--- src/rtl/cp0_intc.sv ---
// Coprocessor-0 interrupt controller: SR/Cause/EPC/PrID registers, hardware
// interrupt sampling and a single qualified interrupt request to the pipeline.
module cp0_intc #(
    parameter logic [31:0] PRID = 32'h0000_2015,
    parameter int          NHW  = 6
) (
    input  logic            clk,
    input  logic            reset,
    input  logic [4:0]      A1,
    input  logic [4:0]      A2,
    input  logic [31:0]     Din,
    input  logic            We,
    input  logic [29:0]     PC,
    input  logic [NHW-1:0]  HWInt,
    input  logic            EXLSet,
    input  logic            EXLClr,
    output logic            IntReq,
    output logic [29:0]     EPC,
    output logic [31:0]     Dout
);

    localparam logic [4:0] REG_SR    = 5'd12;
    localparam logic [4:0] REG_CAUSE = 5'd13;
    localparam logic [4:0] REG_EPC   = 5'd14;
    localparam logic [4:0] REG_PRID  = 5'd15;

    logic [NHW-1:0] im_q, im_d;
    logic [NHW-1:0] ip_q, ip_d;
    logic           exl_q, exl_d;
    logic           ie_q, ie_d;
    logic [29:0]    epc_q, epc_d;
    logic           sr_wr_s;
    logic           epc_wr_s;

    assign sr_wr_s  = We && (A2 == REG_SR);
    assign epc_wr_s = We && (A2 == REG_EPC);

    // Next-state selection; exception entry/exit outrank software writes.
    always_comb begin
        ip_d = HWInt;
        im_d = sr_wr_s ? Din[15:10] : im_q;
        ie_d = sr_wr_s ? Din[0]     : ie_q;

        if (EXLSet) begin
            exl_d = 1'b1;
        end else if (EXLClr) begin
            exl_d = 1'b0;
        end else if (sr_wr_s) begin
            exl_d = Din[1];
        end else begin
            exl_d = exl_q;
        end

        if (EXLSet) begin
            epc_d = PC;
        end else if (epc_wr_s) begin
            epc_d = Din[31:2];
        end else begin
            epc_d = epc_q;
        end
    end

    // State registers with synchronous reset taking precedence over all events.
    always_ff @(posedge clk) begin
        if (reset) begin
            im_q  <= {NHW{1'b0}};
            ip_q  <= {NHW{1'b0}};
            exl_q <= 1'b0;
            ie_q  <= 1'b0;
            epc_q <= 30'd0;
        end else begin
            im_q  <= im_d;
            ip_q  <= ip_d;
            exl_q <= exl_d;
            ie_q  <= ie_d;
            epc_q <= epc_d;
        end
    end

    // Request is held off while an exception is being serviced.
    assign IntReq = (|(ip_q & im_q)) & ie_q & ~exl_q;
    assign EPC    = epc_q;

    // mfc0 read mux; unmapped registers read as zero.
    always_comb begin
        Dout = 32'd0;
        case (A1)
            REG_SR:    Dout = {16'd0, im_q, 8'd0, exl_q, ie_q};
            REG_CAUSE: Dout = {16'd0, ip_q, 10'd0};
            REG_EPC:   Dout = {epc_q, 2'b00};
            REG_PRID:  Dout = PRID;
            default:   Dout = 32'd0;
        endcase
    end

endmodule
--- config.mk ---
export PLATFORM = sky130hd
export DESIGN_NAME = cp0_intc
export DESIGN_NICKNAME = d
export VERILOG_FILES = /design/src/rtl/cp0_intc.sv
export SDC_FILE = /design/constraint.sdc
export NUM_CORES = 1
export LEC_CHECK = 0
export ABC_AREA = 1
export CAP_MARGIN = 20
export CORE_UTILIZATION = 38
export CTS_CLUSTER_DIAMETER = 50
export DETAILED_ROUTE_END_ITERATION = 7
export PLACE_DENSITY = 0.8
export SLEW_MARGIN = 20
export SYNTH_ARGS = -nofsm -noshare
export SYNTH_HDL_FRONTEND = slang
export SYNTH_SLANG_ARGS = --single-unit
--- constraint.sdc ---
create_clock -name clk -period 0.85 [get_ports clk]
set_input_delay 0.085 -clock clk [delete_from_list [all_inputs] [get_ports clk]]
set_output_delay 0.085 -clock clk [all_outputs]
set_load 0.03 [all_outputs]
==> tab_implementation.tex <==
\begin{tabular}{lr}
\hline
Metric & Value \\
\hline
\multicolumn{2}{l}{\textbf{Worst setup path}} \\
\quad Path type of the worst setup path & reg2out \\
\quad Endpoint class of the critical path & primary output \\
\quad Data required time at the worst endpoint & around 0.76 ns \\
\quad Arrival time of data at the critical path endpoint & $\sim$1.2 ns \\
\quad Startpoint types & flip-flop \\
\quad Worst-path fanout max & 2 \\
\multicolumn{2}{l}{\textbf{Timing}} \\
\quad Final setup margin & -0.445 ns \\
\quad Share of the clock period used by the worst path & 152\% \\
\quad Unrepaired setup endpoints after global routing & true \\
\quad Min Tclk post-route & 1.29 ns \\
\quad Total of endpoints with negative setup slack in the final report & 63 \\
\quad Post-Route Setup TNS & -8.87 ns \\
\quad Worst clock skew & 0 ns \\
\quad Transition time of the tightest slew-check pin & 0.251 ns \\
\quad Headroom to the max-slew limit & between 80\% and 90\% \\
\quad Top achievable clock speed & 772 MHz \\
\quad Final Hold Viols & 0 \\
\quad Fin. max-slew vios & 0 \\
\multicolumn{2}{l}{\textbf{Power}} \\
\quad Overall power consumption & 5.60 mW \\
\quad Max rail drop VDD & between 0.0006 and 0.0007 V \\
\quad Leakage power figure & roughly 2.4 nW \\
\quad Cell Pwr Density & 1010 nW/um\^{}2 \\
\multicolumn{2}{l}{\textbf{Clock network}} \\
\quad CTS tree & built \\
\quad Register clock-pin slew on the reported worst setup and hold paths & about 0.090 ns \\
\quad Root Buffer & sky130\_fd\_sc\_hd\_\_clkbuf\_8 \\
\quad H-tree depth reported by CTS & 2 \\
\quad Clock latency at the later pin of the worst-skew pair & between 0.2 and 0.3 ns \\
\quad Number of buffers added by the clock tree synthesis step & 5 \\
\quad Clk sink count & 44 \\
\quad Largest buffer count on any clock path & 2 \\
\multicolumn{2}{l}{\textbf{Global routing}} \\
\quad Number of antenna violations at the first check in global routing & 0 \\
\quad Met2 Usage GRT & around 58\% \\
\quad Vias in the first global route & 3521 \\
\quad Global-route wire length before repair & roughly 17000 um \\
\quad Busiest layer in global routing & met2 \\
\quad Met3 capacity usage during global routing & between 4 and 5\% \\
\quad Met1 global-route usage & approximately 32\% \\
\quad Total grt overflow & 0 \\
\quad Maximum number of pins on one net before global-route repair & 25 \\
\quad Aggregate global-route resource usage & 29.8\% \\
\multicolumn{2}{l}{\textbf{Final layout}} \\
\quad Leading cell type in the layout, fill and taps excluded & sky130\_fd\_sc\_hd\_\_nand2\_1 \\
\quad Final Net Count & 682 \\
\quad Ratio of cells with drive above 1 in the final layout & between 50\% and 60\% \\
\quad Finished layout cell area & 5560 um\^{}2 \\
\quad Inserted Diodes & 0 \\
\quad Layout overhead on the synthesized area & 123\% \\
\quad Most frequent cells in the layout & 127 x sky130\_fd\_sc\_hd\_\_nand2\_1, 93 x sky130\_fd\_sc\_hd\_\_buf\_6, 70 x sky130\_fd\_sc\_hd\_\_clkdlybuf4s50\_1 \\
\quad Fraction of the core area covered by cells at the end of the flow & between 80 and 90\% \\
\multicolumn{2}{l}{\textbf{Placement}} \\
\quad Detailed placement HPWL & approximately 6000 um \\
\quad Placed cell area & between 4000 and 5000 um\^{}2 \\
\quad Last weighted congestion value of the routability-driven placer & just under 0.9 \\
\quad Number of buffer cells added on primary ports & 145 \\
\multicolumn{2}{l}{\textbf{Route}} \\
\quad DRT antenna net count & 0 \\
\quad Total Wirelength & 11600 um \\
\quad Number of vias per cell after detailed routing & around 5.2 \\
\quad Count of unresolved DRC violations after routing & 0 \\
\quad Total number of vias & between 3000 and 4000 \\
\quad Pre-Repair DR Iteration Count & 5 \\
\quad Violation count after the first detailed-route iteration & around 170 \\
\quad Average routed wire per standard cell & roughly 17 um \\
\multicolumn{2}{l}{\textbf{Synth}} \\
\quad Post-Syn Area & $\sim$2500 um\^{}2 \\
\quad Warnings from Yosys & 0 \\
\quad Count of state elements after synthesis & 44 \\
\quad Netlist cell types & 26 \\
\quad Avg Cell Area, Syn & between 6 and 7 um\^{}2 \\
\quad Syn Inst Count & 390 \\
\quad Part of the Yosys area used for sequential elements & 35.4\% \\
\quad Syn nets & roughly 470 \\
\multicolumn{2}{l}{\textbf{Min path}} \\
\quad Classification of the worst-slack hold path & in2reg \\
\multicolumn{2}{l}{\textbf{Floorplanning}} \\
\quad Vertical extent of the die & around 83 um \\
\quad Effective utilization at floorplan & 39.2\% \\
\quad Row count & 29 \\
\quad Die width & 83.0 um \\
\quad \# IOs & approximately 150 \\
\quad Core area & 6350 um\^{}2 \\
\quad Area enclosed by the die boundary & around 6900 um\^{}2 \\
\multicolumn{2}{l}{\textbf{Run status}} \\
\quad Failing checks & setup timing \\
\quad Run status & complete, but fails checks \\
\multicolumn{2}{l}{\textbf{Job}} \\
\quad Number of maximum-capacitance constraint violations & 0 \\
\hline
\end{tabular}
[what timing repair did]
item	CTS	global route
buffers inserted	40	16
resized for setup	219	60
gates cloned	7	1
pin swaps	50	27
hold buffers	0	0
setup endpoints to repair	101	99
[path summary, 6_finish.rpt]
kind	from	to	slack, ns	cells after the start
setup / recovery	ip_q[1]	IntReq	-0.44	5
hold / removal	EXLSet	EPC[0]	0.29	4
setup reg to reg	EPC[19]	EPC[19]	0	4
hold reg to reg	im_q[4]	im_q[4]	0.48	2
[metal layers]
layer | up-vias | share of wire [%]
met4 | 0 | 3.9
met1 | 1648 | 36
met2 | 203 | 54
met3 | 48 | 6.8
met5 | - | 0
li1 | 1652 | -
[cell families after synthesis]
group	share of synthesized area, %
and+or+nand+nor	40.5
DFF	35.4
buffers and inverters	13.1
AOI/OAI and AO/OA	11.1
[power breakdown]
part	switching [mW]	internal, mW	leakage (nW)	total [mW]
Sequential	0.116	2.17	0.383	2.28
Combinational	0.917	1.03	1.96	1.94
Clock	0.704	0.665	0.0455	1.37
Total	1.74	3.86	2.39	5.60
[cells in the mapped netlist]
library cell / number / area share, %
sky130_fd_sc_hd__a21oi_1: 37 / 7.4
sky130_fd_sc_hd__a21oi_2: 1 / 0.35
sky130_fd_sc_hd__buf_1: 2 / 0.30
sky130_fd_sc_hd__buf_2: 12 / 2.4
sky130_fd_sc_hd__buf_4: 4 / 1.2
sky130_fd_sc_hd__buf_6: 5 / 2.3
sky130_fd_sc_hd__clkbuf_1: 1 / 0.15
sky130_fd_sc_hd__dfxtp_1: 44 / 35
sky130_fd_sc_hd__inv_1: 41 / 6.2
sky130_fd_sc_hd__inv_2: 2 / 0.30
sky130_fd_sc_hd__inv_4: 1 / 0.25
sky130_fd_sc_hd__nand2_1: 133 / 20
sky130_fd_sc_hd__nand2_2: 2 / 0.50
sky130_fd_sc_hd__nand2_4: 1 / 0.45
sky130_fd_sc_hd__nand3_1: 48 / 9.6
sky130_fd_sc_hd__nand3_2: 1 / 0.40
sky130_fd_sc_hd__nand3_4: 1 / 0.70
sky130_fd_sc_hd__nand4_1: 1 / 0.25
sky130_fd_sc_hd__nor2_1: 24 / 3.6
sky130_fd_sc_hd__nor2_2: 10 / 2.5
sky130_fd_sc_hd__nor2_4: 3 / 1.4
sky130_fd_sc_hd__nor2_8: 1 / 0.80
sky130_fd_sc_hd__nor3_1: 1 / 0.20
sky130_fd_sc_hd__o211ai_1: 5 / 1.5
sky130_fd_sc_hd__o21ai_0: 1 / 0.20
sky130_fd_sc_hd__o21ai_1: 8 / 1.6
[worst max-delay path: stages (launching register included)]
cell and delay, ns:
sky130_fd_sc_hd__dfxtp_2 0.34, sky130_fd_sc_hd__nand2_1 0.09, sky130_fd_sc_hd__nand3_1 0.09, sky130_fd_sc_hd__nor2_1 0.17, sky130_fd_sc_hd__nor3_2 0.06, sky130_fd_sc_hd__buf_4 0.16
[cell type report]
type                            count  area [um^2]
Timing Repair Buffer              226         2510
Multi-Input combinational cell    278         1720
Sequential cell                    44          976
Fill cell                         333          788
Inverter                           44          170
Tap cell                           77         96.3
Clock buffer                        8         90.1
[flip-flops by register name, indices dropped and copies added (netlist names)]
name	flops
ip_q	6
exl_q	1
ie_q	1
im_q	6
EPC	30
[stage by stage]
step / worst slack (ns) / instances / hold WS (ns)
after detailed placement: -0.644 / 612 / 0.469
after global placement: -0.616 / 612 / 0.464
final: -0.445 / 677 / 0.291
after floorplan: -0.195 / 390 / 0.192
after CTS: -0.332 / 666 / 0.284
after global routing: -0.517 / 677 / 0.278
No activity file was read; power rests on OpenSTA's default activity.
